<file path="config.mk">
export PLATFORM = sky130hd
export DESIGN_NAME = xlr8_ana_pin_seq
export DESIGN_NICKNAME = d
export VERILOG_FILES = /design/src/rtl/xlr8_ana_pin_seq.sv
export SDC_FILE = /design/constraint.sdc
export NUM_CORES = 1
export LEC_CHECK = 0
export CAP_MARGIN = 20
export CORE_ASPECT_RATIO = 0.7
export CORE_MARGIN = 2
export CORE_UTILIZATION = 56
export CTS_CLUSTER_SIZE = 20
export DETAILED_ROUTE_END_ITERATION = 6
export GPL_TIMING_DRIVEN = 0
export PLACE_DENSITY = 0.86
export SETUP_SLACK_MARGIN = 0.5
export SLEW_MARGIN = 20
export SYNTH_ARGS = -nofsm -noshare
export SYNTH_HDL_FRONTEND = slang
export SYNTH_SLANG_ARGS = --single-unit
</file>
<file path="constraint.sdc">
create_clock -name Clock -period 2.1 [get_ports Clock]
set_input_delay 0.42 -clock Clock [delete_from_list [all_inputs] [get_ports Clock]]
set_output_delay 0.42 -clock Clock [all_outputs]
set_load 0.03 [all_outputs]
</file>
<file path="src/rtl/xlr8_ana_pin_seq.sv">
// Analog-pin isolation sequencer: isolates the selected A0-A5 pin (and the I2C pullups for
// A4/A5), waits a settle time, runs one ADC conversion and then restores the pins.
module xlr8_ana_pin_seq #(
  parameter int unsigned SETTLE_CYCLES  = 16,
  parameter int unsigned TIMEOUT_CYCLES = 4096
) (
  input  logic       Clock,
  input  logic       RESET_N,
  input  logic       i2c_en_req,
  input  logic       conv_req,
  input  logic [2:0] conv_chan,
  input  logic       adc_done,
  output logic       adc_start,
  output logic       conv_busy,
  output logic       conv_done,
  output logic       conv_err,
  output logic       I2C_ENABLE,
  output logic [5:0] dig_disc
);

  typedef enum logic [2:0] {
    StIdle,
    StSettle,
    StStart,
    StWait,
    StRelease
  } state_e;

  state_e      state_q, state_d;
  logic [7:0]  settle_q, settle_d;
  logic [16:0] tmo_q, tmo_d;
  logic        ok_q, ok_d;
  logic [5:0]  disc_q, disc_d;
  logic        i2c_q, i2c_d;
  logic        start_q, start_d;
  logic        busy_q, busy_d;
  logic        done_q, done_d;
  logic        err_q, err_d;

  always_comb begin
    state_d  = state_q;
    settle_d = settle_q;
    tmo_d    = tmo_q;
    ok_d     = ok_q;
    disc_d   = disc_q;

    unique case (state_q)
      StIdle: begin
        if (conv_req) begin
          if (conv_chan < 3'd6) begin
            state_d  = StSettle;
            settle_d = 8'(SETTLE_CYCLES - 1);
            disc_d   = 6'd1 << conv_chan;
          end else begin
            state_d = StStart;
          end
        end
      end
      StSettle: begin
        if (settle_q == 8'd0) begin
          state_d = StStart;
        end else begin
          settle_d = settle_q - 8'd1;
        end
      end
      StStart: begin
        state_d = StWait;
        tmo_d   = '0;
      end
      StWait: begin
        // The entry cycle is not counted, so WAIT spans up to TIMEOUT_CYCLES+1 cycles.
        // A done on the terminal cycle still counts as a normal completion.
        if (adc_done) begin
          state_d = StRelease;
          ok_d    = 1'b1;
          disc_d  = '0;
        end else if (tmo_q == 17'(TIMEOUT_CYCLES)) begin
          state_d = StRelease;
          ok_d    = 1'b0;
          disc_d  = '0;
        end else begin
          tmo_d = tmo_q + 17'd1;
        end
      end
      StRelease: begin
        state_d = StIdle;
        disc_d  = '0;
      end
      default: begin
        state_d = StIdle;
        disc_d  = '0;
      end
    endcase

    // Pullups stay off for as long as A4 or A5 is isolated.
    i2c_d   = i2c_en_req & ~(disc_d[4] | disc_d[5]);
    start_d = (state_d == StStart);
    busy_d  = (state_d != StIdle);
    done_d  = (state_d == StRelease) & ok_d;
    err_d   = (state_d == StRelease) & ~ok_d;
  end

  always_ff @(posedge Clock or negedge RESET_N) begin
    if (!RESET_N) begin
      state_q  <= StIdle;
      settle_q <= '0;
      tmo_q    <= '0;
      ok_q     <= 1'b0;
      disc_q   <= '0;
      i2c_q    <= 1'b0;
      start_q  <= 1'b0;
      busy_q   <= 1'b0;
      done_q   <= 1'b0;
      err_q    <= 1'b0;
    end else begin
      state_q  <= state_d;
      settle_q <= settle_d;
      tmo_q    <= tmo_d;
      ok_q     <= ok_d;
      disc_q   <= disc_d;
      i2c_q    <= i2c_d;
      start_q  <= start_d;
      busy_q   <= busy_d;
      done_q   <= done_d;
      err_q    <= err_d;
    end
  end

  assign adc_start  = start_q;
  assign conv_busy  = busy_q;
  assign conv_done  = done_q;
  assign conv_err   = err_q;
  assign I2C_ENABLE = i2c_q;
  assign dig_disc   = disc_q;

endmodule

</file>
==> flow_summary.ini <==
[timing]
rsz0062_at_grt = true
period_minus_slack_ns = 1.93
final_max_slew_viol_count = 0
setup_ws_ns = 0.166
setup_viol = 0
tns_ns = 0
hold_viol = 0
slew_headroom = 0.664
worst-slew-pin-transition_ns = 0.503
fin_crit_sh = 0.921
finClkSkew_ns = 0.0128
clock.fmax_mhz = 517

[layout]
n_antenna_cell = 0
instances_no_fill = 329
layout-drive-gt1-share = 0.459
final_area_um2 = 3130
fin_nets = 291
area_growth_syn_to_layout_pct = 53.6

[yosys]
synth_edf_count = 0
seq_area_frac_synth = 0.479
synth_area_leaders = dfrtp_1 (48%), nor2_1 (3.5%), a21oi_1 (2.7%)
synth.distinct_cells = 52
netlist_instances = 205
yosys.area.top_type_share = 0.479
async_flop_share = 1.00
syn-num-nets = 216
yosysWarnings = 0
synth-seq-cells = 39
yosysTopAreaCell = dfrtp_1
syn_area_um2 = 2040
avgSynthCellArea_um2 = 9.93
ys.flop_type = dfrtp_1

[critical_path]
crit_chain = clkbuf_2 -> nand3_1 -> nor4_4 -> buf_4 -> xnor2_1 -> nor2_1
crit_buf_inv = 2
cp-end-kind = flip-flop
worstPathMaxFanout = 7
critPathLaunchType = flip-flop
path_delay_family = simple AND/OR/NAND/NOR gates
crit_required_ns = 2.27
crit_arrival_ns = 2.11
slowest_delay_ns = 0.47
r2r_setup_slack_ns = 0.17
critPathKind = flip-flop to flip-flop
slowest_stage = nor4_4

[die]
fp-row-count = 18
die_w_um = 76.1
die_area_um2 = 4140
die_h_um = 54.4
io_pins = 19
start_util = 0.579
core_area_um2 = 3510

[placed_design]
hpwl_um = 3290
preCtsSetupSlack_ns = -0.306
place_congestion = 0.774
portBuffers = 18
dp.cells = 274
dpl-instance-area_um2 = 2430

[route]
routedLengthMet1_um = 2990
firstDrtPassIters = 5
drc = 0
wirelength_um = 7530
met3_length_um = 835
drt-initial-drc-count = 319
post_drt_via_cell_ratio = 6.87
vias = 2261
wl_per_cell_um = 22.9
antenna_left = 0
highest_layer = met4
wl_met2_um = 3290

[global_route]
grt_use_total = 0.293
overflow = 0
grt_pass1_vias = 1887
grt_pass1_wl_um = 9100
grt_start_max_net_pins = 27
antenna_found_initial = 0

[min_path]
holdCritPathClass = input port to async pin

[job]
cap_viol_max_count = 0

[pwr]
powerDensity_nw_per_um2 = 1070
p_leak_nw = 1.39
vdd_drop_max_mv = 0.763

[clock_network]
clkLatencyLatePin_ns = 0.31
cts-root-buf = clkbuf_8
clock_sinks = 39
numCtsBuffers = 5
htree_levels = 2
clock_path_buffers = 2
cts.reportedPaths.clkPinSlew_ns = 0.08
tritoncts = done

[run_status]
status = complete, no violations
timing repair:
action	in CTS	in global routing
setup buffers	19	28
gates resized for setup	41	41
endpoints found under the setup margin	45	37
gates cloned	2	0
pin swaps	17	28
hold buffers	0	0
layout make-up:
type                    count  area (um2)
fillers                   145         387
inverters                  12        45.0
repair buffers             66         548
plain buffers               7        70.1
well taps                  50        62.6
flip-flops and latches     39         991
multi-input cells         149        1340
clock buffers               6        72.6
report_power, final:
group / switching [mW] / total, mW / internal, mW / leakage, nW
Clock: 0.262 / 0.483 / 0.222 / 0.0371
Combinational: 0.942 / 1.77 / 0.830 / 0.856
Sequential: 0.188 / 1.09 / 0.901 / 0.498
Total: 1.39 / 3.34 / 1.95 / 1.39
worst register-to-register path, stage by stage (launching register included):
cell and delay [ns]:
dfrtp_1 0.33, clkbuf_2 0.23, nand3_1 0.41, nor4_4 0.47
buf_4 0.19, xnor2_1 0.11, nor2_1 0.06
layer usage:
metal / global-route usage / vias up
li1: - / 909
met1: 0.393 / 1084
met2: 0.472 / 212
met3: 0.0660 / 56
met4: 0.127 / 0
met5: 0 / -
layout by cell type, fill, tap and decap left out, types with 3 or more instances in the layout:
cell,netlist,final
inv_1,12,9
nor3_2,0,3
nand2_1,12,11
a31oi_1,3,3
a21oi_2,2,4
inv_2,0,3
buf_4,0,41
dfrtp_2,0,12
nand3_1,8,8
or3b_4,0,3
a211oi_2,0,3
buf_6,0,10
nor3b_4,0,3
xor2_1,3,3
a22o_1,3,3
or3_1,6,4
dlygate4sd2_1,0,14
or4_4,1,4
clkbuf_8,0,5
o21ai_0,8,7
clkbuf_2,0,3
nor3_1,10,5
a21oi_4,0,3
nor2_1,19,18
a21oi_1,11,8
nor4_4,1,4
dfrtp_1,39,27
xnor2_1,5,5
synth_stat cells, types with 4 or more instances:
cell type  number
or3_1           6
buf_2           4
inv_1          12
nor3_1         10
nand3_1         8
a21oi_1        11
nand2_1        12
nor2_1         19
o21ai_0         8
xnor2_1         5
dfrtp_1        39
through the flow:
stage | util | power, mW | hold WS, ns
after floorplan | - | 1.81 | 0.124
after global routing | 0.890 | 3.48 | 0.0341
after CTS | 0.795 | 2.86 | 0.0316
final | 0.890 | 3.34 | 0.0148
after global placement | 0.689 | 2.09 | 0.485
after detailed placement | 0.693 | 2.13 | 0.343
cells by family (layout without fill, tap and decap cells):
| family | after synthesis | in the layout | synth area share |
|---|---|---|---|
| AO/OA/AOI/OAI | 46 | 48 | 0.156 |
| XOR/XNOR | 8 | 8 | 0.0344 |
| multiplexers | 3 | 3 | 0.0154 |
| AND/OR/NAND/NOR | 87 | 87 | 0.259 |
| flip-flops | 39 | 39 | 0.479 |
| adder cells (fa/ha/maj) | 3 | 3 | 0.0184 |
| buffers and inverters | 19 | 91 | 0.0375 |
sequential cells by signal (all words and copies together), names as in the netlist:
name / cells
tmo_q: 17
settle_q: 8
dig_disc: 6
state_q: 3
I2C_ENABLE: 1
adc_start: 1
conv_busy: 1
conv_done: 1
conv_err: 1
worst paths after layout:
| kind | start | to | cells past startpoint |
|---|---|---|---|
| max in group asynchronous | RESET_N | state_q[1] | 2 |
| worst min register to register | dig_disc[3] | dig_disc[3] | 1 |
| worst max-delay path | tmo_q[2] | tmo_q[9] | 6 |
| worst min-delay path | RESET_N | dig_disc[4] | 1 |
| worst max register to register | tmo_q[2] | tmo_q[9] | 6 |
| min in group Clock | adc_done | conv_err | 2 |
No activity file was read; power rests on OpenSTA's default activity.
